==> src/rtl/snake_head_ctrl_if.sv <==
// Bundle of strobes into and head state out of the snake head controller.
// The master side drives the strobes; the slave side (the controller) drives the head state.
interface snake_head_ctrl_if;
  logic       tick;
  logic       btn_up;
  logic       btn_down;
  logic       btn_left;
  logic       btn_right;
  logic       start;
  logic [4:0] head_x;
  logic [4:0] head_y;
  logic [1:0] dir;
  logic       moved;
  logic       game_over;
  logic [9:0] steps;

  modport master (
    output tick, btn_up, btn_down, btn_left, btn_right, start,
    input  head_x, head_y, dir, moved, game_over, steps
  );

  modport slave (
    input  tick, btn_up, btn_down, btn_left, btn_right, start,
    output head_x, head_y, dir, moved, game_over, steps
  );
endinterface

==> src/rtl/snake_head_ctrl.sv <==
// Snake head controller: steps the head one cell per tick in the committed direction,
// filters reversal requests and stops in OVER when a step would leave the playfield.
module snake_head_ctrl #(
  parameter int GRID_W = 32,
  parameter int GRID_H = 24
) (
  input logic               clock,
  input logic               reset_n,
  snake_head_ctrl_if.slave  bus
);

  typedef enum logic [1:0] {IDLE, RUN, OVER} state_t;

  localparam logic [1:0] DIR_UP    = 2'b00;
  localparam logic [1:0] DIR_DOWN  = 2'b01;
  localparam logic [1:0] DIR_LEFT  = 2'b10;
  localparam logic [1:0] DIR_RIGHT = 2'b11;

  localparam logic [4:0] START_X = 5'(GRID_W / 2);
  localparam logic [4:0] START_Y = 5'(GRID_H / 2);
  localparam logic [4:0] MAX_X   = 5'(GRID_W - 1);
  localparam logic [4:0] MAX_Y   = 5'(GRID_H - 1);

  state_t     state_q, state_d;
  logic [4:0] headX_q, headX_d;
  logic [4:0] headY_q, headY_d;
  logic [1:0] dir_q, dir_d;
  logic [1:0] pending_q, pending_d;
  logic [9:0] steps_q, steps_d;
  logic       moved_q, moved_d;

  logic       reqValid;
  logic       reqLegal;
  logic [1:0] reqDir;
  logic [1:0] nextDir;
  logic       stepOk;
  logic [4:0] stepX;
  logic [4:0] stepY;

  always_ff @(posedge clock or negedge reset_n) begin
    if (!reset_n) begin
      state_q   <= IDLE;
      headX_q   <= START_X;
      headY_q   <= START_Y;
      dir_q     <= DIR_RIGHT;
      pending_q <= DIR_RIGHT;
      steps_q   <= '0;
      moved_q   <= 1'b0;
    end else begin
      state_q   <= state_d;
      headX_q   <= headX_d;
      headY_q   <= headY_d;
      dir_q     <= dir_d;
      pending_q <= pending_d;
      steps_q   <= steps_d;
      moved_q   <= moved_d;
    end
  end

  // Only the highest-priority button is considered; flipping bit 0 gives the reverse direction.
  always_comb begin
    reqValid = 1'b1;
    reqDir   = DIR_RIGHT;
    if (bus.btn_up)         reqDir = DIR_UP;
    else if (bus.btn_down)  reqDir = DIR_DOWN;
    else if (bus.btn_left)  reqDir = DIR_LEFT;
    else if (bus.btn_right) reqDir = DIR_RIGHT;
    else                    reqValid = 1'b0;
    reqLegal = reqValid && (reqDir != (dir_q ^ 2'b01));
    nextDir  = reqLegal ? reqDir : pending_q;
  end

  always_comb begin
    stepX  = headX_q;
    stepY  = headY_q;
    stepOk = 1'b0;
    case (nextDir)
      DIR_UP:    begin stepOk = (headY_q != 5'd0);  stepY = headY_q - 5'd1; end
      DIR_DOWN:  begin stepOk = (headY_q != MAX_Y); stepY = headY_q + 5'd1; end
      DIR_LEFT:  begin stepOk = (headX_q != 5'd0);  stepX = headX_q - 5'd1; end
      default:   begin stepOk = (headX_q != MAX_X); stepX = headX_q + 5'd1; end
    endcase
  end

  always_comb begin
    state_d = state_q;
    case (state_q)
      IDLE:    if (bus.start) state_d = RUN;
      RUN:     if (bus.tick && !stepOk) state_d = OVER;
      OVER:    if (bus.start) state_d = IDLE;
      default: state_d = IDLE;
    endcase
  end

  // A blocked step leaves head, dir and steps frozen; only the state moves to OVER.
  always_comb begin
    headX_d   = headX_q;
    headY_d   = headY_q;
    dir_d     = dir_q;
    pending_d = pending_q;
    steps_d   = steps_q;
    moved_d   = 1'b0;
    case (state_q)
      IDLE: begin
        headX_d   = START_X;
        headY_d   = START_Y;
        dir_d     = DIR_RIGHT;
        pending_d = DIR_RIGHT;
        steps_d   = '0;
      end
      RUN: begin
        pending_d = nextDir;
        if (bus.tick && stepOk) begin
          headX_d = stepX;
          headY_d = stepY;
          dir_d   = nextDir;
          moved_d = 1'b1;
          if (steps_q != 10'h3FF) steps_d = steps_q + 10'd1;
        end
      end
      OVER: begin
        if (bus.start) begin
          headX_d   = START_X;
          headY_d   = START_Y;
          dir_d     = DIR_RIGHT;
          pending_d = DIR_RIGHT;
          steps_d   = '0;
        end
      end
      default: ;
    endcase
  end

  assign bus.head_x    = headX_q;
  assign bus.head_y    = headY_q;
  assign bus.dir       = dir_q;
  assign bus.moved     = moved_q;
  assign bus.game_over = (state_q == OVER);
  assign bus.steps     = steps_q;

endmodule

==> src/flat_wrapper.sv <==
// flat-port wrapper written by rule: the top's interface ports become plain ports
module snake_head_ctrl_flat 
#(
  parameter int GRID_W = 32,
  parameter int GRID_H = 24
)
  (clock, reset_n, bus_tick, bus_btn_up, bus_btn_down, bus_btn_left, bus_btn_right, bus_start, bus_head_x, bus_head_y, bus_dir, bus_moved, bus_game_over, bus_steps);
  snake_head_ctrl_if bus_i ();
  input logic clock;
  input logic reset_n;
  input wire logic [$bits(bus_i.tick)-1:0] bus_tick;
  input wire logic [$bits(bus_i.btn_up)-1:0] bus_btn_up;
  input wire logic [$bits(bus_i.btn_down)-1:0] bus_btn_down;
  input wire logic [$bits(bus_i.btn_left)-1:0] bus_btn_left;
  input wire logic [$bits(bus_i.btn_right)-1:0] bus_btn_right;
  input wire logic [$bits(bus_i.start)-1:0] bus_start;
  output wire logic [$bits(bus_i.head_x)-1:0] bus_head_x;
  output wire logic [$bits(bus_i.head_y)-1:0] bus_head_y;
  output wire logic [$bits(bus_i.dir)-1:0] bus_dir;
  output wire logic [$bits(bus_i.moved)-1:0] bus_moved;
  output wire logic [$bits(bus_i.game_over)-1:0] bus_game_over;
  output wire logic [$bits(bus_i.steps)-1:0] bus_steps;
  assign bus_i.tick = bus_tick;
  assign bus_i.btn_up = bus_btn_up;
  assign bus_i.btn_down = bus_btn_down;
  assign bus_i.btn_left = bus_btn_left;
  assign bus_i.btn_right = bus_btn_right;
  assign bus_i.start = bus_start;
  assign bus_head_x = bus_i.head_x;
  assign bus_head_y = bus_i.head_y;
  assign bus_dir = bus_i.dir;
  assign bus_moved = bus_i.moved;
  assign bus_game_over = bus_i.game_over;
  assign bus_steps = bus_i.steps;
  snake_head_ctrl #(.GRID_W(GRID_W), .GRID_H(GRID_H)) u_core (.clock(clock), .reset_n(reset_n), .bus(bus_i));
endmodule
==> config.mk <==
export PLATFORM = sky130hd
export DESIGN_NAME = snake_head_ctrl_flat
export DESIGN_NICKNAME = d
export VERILOG_FILES = /design/src/rtl/snake_head_ctrl_if.sv /design/src/rtl/snake_head_ctrl.sv /design/src/flat_wrapper.sv
export SDC_FILE = /design/constraint.sdc
export NUM_CORES = 1
export LEC_CHECK = 0
export ABC_CLOCK_PERIOD_IN_PS = 6300
export CAP_MARGIN = 20
export CORE_MARGIN = 2
export CORE_UTILIZATION = 45
export DETAILED_ROUTE_END_ITERATION = 8
export PLACE_DENSITY_LB_ADDON = 0.12
export SYNTH_ARGS = -nofsm -noshare
export SYNTH_HDL_FRONTEND = slang
export SYNTH_SLANG_ARGS = --single-unit
==> constraint.sdc <==
create_clock -name clock -period 6.3 [get_ports clock]
set_input_delay 1.26 -clock clock [delete_from_list [all_inputs] [get_ports clock]]
set_output_delay 1.26 -clock clock [all_outputs]
set_load 0.02 [all_outputs]
; ---- Word-level counts from Yosys, hierarchy flattened
; Cells that the tools add are included.
[word_totals]
reg_bits = 27
input_bits = 8
out_inout_bits = 24
wordCells = 75
[op_classes]
add_sub_neg = 5
n_eq_ne = 15
mux = 31
bitwise = 1
n_reduce_logical = 16
[op_table]
columns = operator, n
row1 = $mux 10, 3
row2 = $pmux 10 s3, 1
row3 = $pmux 5 s3, 2
row4 = $mux 5, 4
row5 = $pmux 5 s2, 2
row6 = $pmux 2 s3, 3
row7 = $mux 2, 8
row8 = $reduce_and 4->1, 3
row9 = $add 10x1->10 const B, 1
row10 = $add 5x1->5 const B, 2
row11 = $ne 10x10->1 const B, 1
row12 = $ne 5x5->1 const B, 2
row13 = $reduce_bool 5->1, 2
row14 = $sub 5x1->5 const B, 2
row15 = $mux 1, 7
row16 = $ne 2x1->1 const B, 3
row17 = $ne 2x2->1 const B, 3
row18 = $reduce_and 3->1, 2
row19 = $eq 2x1->1 const B, 2
row20 = $eq 2x2->1 const B, 2
row21 = $logic_not 2->1, 2
row22 = $logic_and 1x1->1, 3
row23 = $ne 3x3->1 const B, 1
row24 = $pmux 1 s3, 1
row25 = other kinds (6), 6

; ---- Logic depth before layout (Yosys ltp)
[logic_depth]
depth_word = 12
mapped_depth = 12
depth_no_buf = 12

; ---- Worst setup path after synthesis
; No wires, ideal clock.
[synth_path]
path_kind = input to register
startpoint = in bus_btn_down
endpoint = reg u_core.headY_q[4], in the netlist u_core.bus.head_y[4]
setup_time_ns = 0.127
t_arrival_ns = 3.375
required_time_ns = 6.173
setup_slack_ns = 2.798
cell_stages = 11
path_buffers = 0
path_cell_list = o21a_1 o22ai_2 o31a_2 mux2i_1 nand2b_1 ha_1 a21o_1 a21oi_1 xnor2_1 xnor2_1 o22ai_1
[synth_via]
elab_chain_len = 10
[synth_rtl]
columns = item, line_no
row1 = "start, declared", flat_wrapper.sv:13  ; input wire logic [$bits(bus_i.btn_down)-1:0] bus_btn_down;
row2 = $mux 2, snake_head_ctrl.sv:65  ; else if (bus.btn_down) reqDir = DIR_DOWN;
row3 = $mux 2, snake_head_ctrl.sv:64  ; if (bus.btn_up) reqDir = DIR_UP;
row4 = $ne 2x2->1, snake_head_ctrl.sv:69  ; reqLegal = reqValid && (reqDir != (dir_q ^ 2'b01));
row5 = $logic_and 1x1->1, snake_head_ctrl.sv:69
row6 = $mux 2 *, snake_head_ctrl.sv:70  ; nextDir = reqLegal ? reqDir : pending_q;
row7 = "$eq 2x2->1, or another cell as far along", snake_head_ctrl.sv:77  ; case (nextDir)
row8 = $pmux 1 s3, snake_head_ctrl.sv:77
row9 = $logic_and 1x1->1, snake_head_ctrl.sv:113  ; if (bus.tick && stepOk) begin
row10 = $ne 2x1->1 (no source line), --
row11 = $reduce_and 4->1 (no source line), --
row12 = "end signal, assigned", snake_head_ctrl.sv:52  ; headY_q <= headY_d;
row13 = "end, declared", snake_head_ctrl.sv:26  ; logic [4:0] headY_q, headY_d;
; Mark *: on every way between the ends. The rest lies on a longest branch, timed or not. The select of a mux whose other input is x is not followed.
; A chain may end at the register's enable or synchronous reset.

; ---- Final worst setup path
[layout_path]
startpoint = in bus_btn_up
endpoint = reg u_core.headY_q[4], in the netlist u_core.bus.head_y[4]
[layout_via]
elab_chain_len = 9
[layout_rtl]
columns = item, line_no
row1 = "start, declared", flat_wrapper.sv:12  ; input wire logic [$bits(bus_i.btn_up)-1:0] bus_btn_up;
row2 = $mux 2, snake_head_ctrl.sv:64
row3 = $ne 2x2->1, snake_head_ctrl.sv:69
row4 = $logic_and 1x1->1, snake_head_ctrl.sv:69
row5 = $mux 2 *, snake_head_ctrl.sv:70
row6 = "$eq 2x2->1, or another cell as far along", snake_head_ctrl.sv:77
row7 = $pmux 1 s3, snake_head_ctrl.sv:77
row8 = $logic_and 1x1->1, snake_head_ctrl.sv:113
row9 = $ne 2x1->1 (no source line), --
row10 = $reduce_and 4->1 (no source line), --
; Marks and branches as above.

==> results.json <==
{
  "nets": 237,
  "status": "finished clean",
  "cts_max_level": 1,
  "synthAdderAreaFrac_pct": 7.214,
  "drt_wl_total_um": 4124,
  "synth-seq-cells": 27,
  "ys_top_cells_by_area": "dfrtp_1, dfstp_2, a21oi_1",
  "hold_path.class": "flip-flop to flip-flop",
  "post-route-drc-count": 0,
  "cts_buffer_depth": 2,
  "finalMaxSlewViolations": 0,
  "grt.overflow.total": 0,
  "yosys_warnings": 0,
  "synth_top_family_by_area": "compound AO/OA/AOI/OAI gates",
  "path_clk_slew_ps": 100,
  "vias": 1586,
  "fmax_mhz": 243.0,
  "post_cts_resized": 0,
  "ioPinCount": 32,
  "grt_pass1_wl_um": 7086,
  "grt_antenna_before_repair": 0,
  "via_per_inst": 5.940,
  "synthFlopType": "dfrtp_1",
  "cp_slowest_cell": "clkdlybuf4s50_1",
  "p_seq_share_pct": 31.4,
  "ant_nets": 0,
  "yosysTopAreaCell": "dfrtp_1",
  "total_power_mw": 1.079,
  "cp_max_fo": 7,
  "root_buffer": "clkbuf_8",
  "cap_violations": 0,
  "dp_cells": 263,
  "tightestPinTransition_ps": 761.2,
  "syn_nets": 203,
  "fin_crit_ps": 4116,
  "dr.pass1.iters": 5,
  "yosysSeqAreaShare_pct": 38.68,
  "tns_ps": 0,
  "setup_viol": 0,
  "post_synth_and_or_nand_nor_area_fraction_pct": 14.14,
  "core_um2": 3716,
  "ctsHoldBuffers": 0,
  "cp.arrival_ps": 4280,
  "hpwl_um": 3089,
  "post_route_cells_drive_above_1_share_pct": 10.96,
  "yosysUniqueCellTypes": 47,
  "switching_share_pct": 45.20,
  "num_antenna_cells": 0,
  "required_ps": 6460,
  "crit_chain": "clkdlybuf4s50_1, nand2_1, o22ai_2, o31a_2, mux2i_1, nand2b_1, ha_1, a21o_1, a21oi_1, xnor2_1, xnor2_1, o22ai_1",
  "power_density_nw_per_um2": 494.1,
  "synth_edf_count": 0,
  "cpMostUsedCell": "xnor2_1",
  "netlist_instances": 186,
  "num_rows": 22,
  "synth_top_area_share_pct": 28.29,
  "synth-xor-area-share_pct": 3.960,
  "grt_util_all_layers_pct": 20.49,
  "end_kind": "flip-flop",
  "cts_setup_buffers": 0,
  "start_util_pct": 47.61,
  "p_int_mw": 0.5911,
  "gp_congestion": 0.8508,
  "hold_violations": 0,
  "first_global_vias": 1538,
  "clkLatencyLatePin_ps": 280,
  "synthMuxAreaShare_pct": 3.253,
  "dieArea_um2": 4449,
  "synth_commonest_cells": "dfrtp_1, a21oi_1, inv_1, nand2_1, nor2_1",
  "p_sw_mw": 0.4876,
  "p_leak_nw": 0.9517,
  "fin_skew_ps": 5.307,
  "cts_tree": "done",
  "yosysMostFrequentCell": "dfrtp_1",
  "vdd_drop_max_v": 0.0002858,
  "critPathLaunchType": "input pin",
  "synthesis.area_um2": 1769,
  "async_flop_share_pct": 100.0,
  "synth_compound_gate_area_share_pct": 28.85,
  "drt_iter0_drc": 112,
  "syn_area_per_cell_um2": 9.512,
  "grt_max_degree": 28,
  "slew_headroom_pct": 49.25,
  "fp.dieW_um": 66.70,
  "cts_inserted_buffers": 3,
  "die_h_um": 66.70,
  "rsz0062_at_grt": "no",
  "wl_per_cell_um": 15.45,
  "p_clk_share_pct": 9.4,
  "clock_sinks": 27,
  "path_class": "input pin to flip-flop",
  "area_delta_synth_final_pct": 23.41,
  "hold_ws_ps": 536.2,
  "io_buffers": 31,
  "p_comb_share_pct": 59.2,
  "period_share_pct": 65.33,
  "critPathMaxStageDelay_ps": 560,
  "fin_cells": 267
}
cells in the final DEF, fill, tap and decap left out, types with 3 or more instances in the layout:
cell type         n
nand3_1           7
nor3_1            3
nor2b_1           3
inv_1            15
nand2_1          15
nor2_1           12
clkbuf_8          3
a21oi_1          18
a31oi_1           7
ha_1              7
nand2b_1          3
dfrtp_1          20
a22o_1            3
dfstp_2           7
a41oi_1           3
o21ai_0           4
a21o_1            5
nand4_1           3
o21ai_1           5
xnor2_1           7
o21a_1            3
clkdlybuf4s50_1  31
registers in the layout (all words and copies together) (netlist names):
signal and count:
u_core.bus.steps 10, u_core.bus.head_x 5, u_core.bus.head_y 5, u_core.bus.dir 2, u_core.pending_q 2, u_core.state_q 2, u_core.bus.moved 1
metrics by stage:
stage          instance area, µm²  setup slack (ps)  util (%)
2_1_floorplan                1769              2798         -
3_3_place_gp                 2135              2011     57.44
3_5_place_dp                 2135              1924     57.44
4_1_cts                      2183              2206     58.75
5_1_grt                      2183              1975     58.75
6_report                     2183              2184     58.75
final timing paths:
check                      cells after the start                    to  slack [ps]                 from
hold / removal                                 2   u_core.pending_q[0]         540  u_core.pending_q[0]
min in group asynchronous                      2  u_core.bus.head_x[2]        1340              reset_n
max in group asynchronous                      2  u_core.bus.head_y[2]        4650              reset_n
setup / recovery                              12  u_core.bus.head_y[4]        2180           bus_btn_up
hold reg to reg                                2   u_core.pending_q[0]         540  u_core.pending_q[0]
setup reg to reg                              11  u_core.bus.head_y[4]        3160    u_core.bus.dir[0]
power groups by stage:
stage	Clock (mW)	Combinational, mW	Sequential (mW)
2_1_floorplan	0	0.397	0.377
3_3_place_gp	0	0.619	0.336
3_5_place_dp	0	0.638	0.340
4_1_cts	0.104	0.641	0.338
5_1_grt	0.109	0.703	0.352
6_report	0.101	0.639	0.339
final cells by class:
| class | instances | area (µm²) |
|---|---|---|
| Clock inverter | 1 | 7.507 |
| Clock buffer | 3 | 41.29 |
| Tap cell | 48 | 60.06 |
| Fill cell | 353 | 1533 |
| Timing Repair Buffer | 32 | 317.8 |
| Inverter | 15 | 56.30 |
| Sequential cell | 27 | 684.4 |
| Multi-Input combinational cell | 141 | 1016 |
cell families after synthesis:
| logic type | after synthesis |
|---|---|
| muxes | 5 |
| AOI/OAI and AO/OA | 67 |
| adders and majority gates | 9 |
| xor gates and xnor gates | 8 |
| DFF | 27 |
| buffers and inverters | 18 |
| and+or+nand+nor | 52 |
layer usage:
metal	part of all wire (%)	track usage (%)	vias to the layer above
li1	-	-	755
met1	46	26.60	781
met2	49	34.25	44
met3	3.8	4.730	6
met4	1.2	5.357	0
met5	0	0	-
worst max-delay path, delay by kind of cell:
kind | cells | cell delay [ps]
adder cells (fa/ha/maj) | 1 | 310
AO/OA/AOI/OAI | 5 | 980
AND/OR/NAND/NOR | 2 | 390
multiplexers | 1 | 490
XOR/XNOR | 2 | 300
buffers and inverters | 1 | 560
No activity file was read; power rests on OpenSTA's default activity.
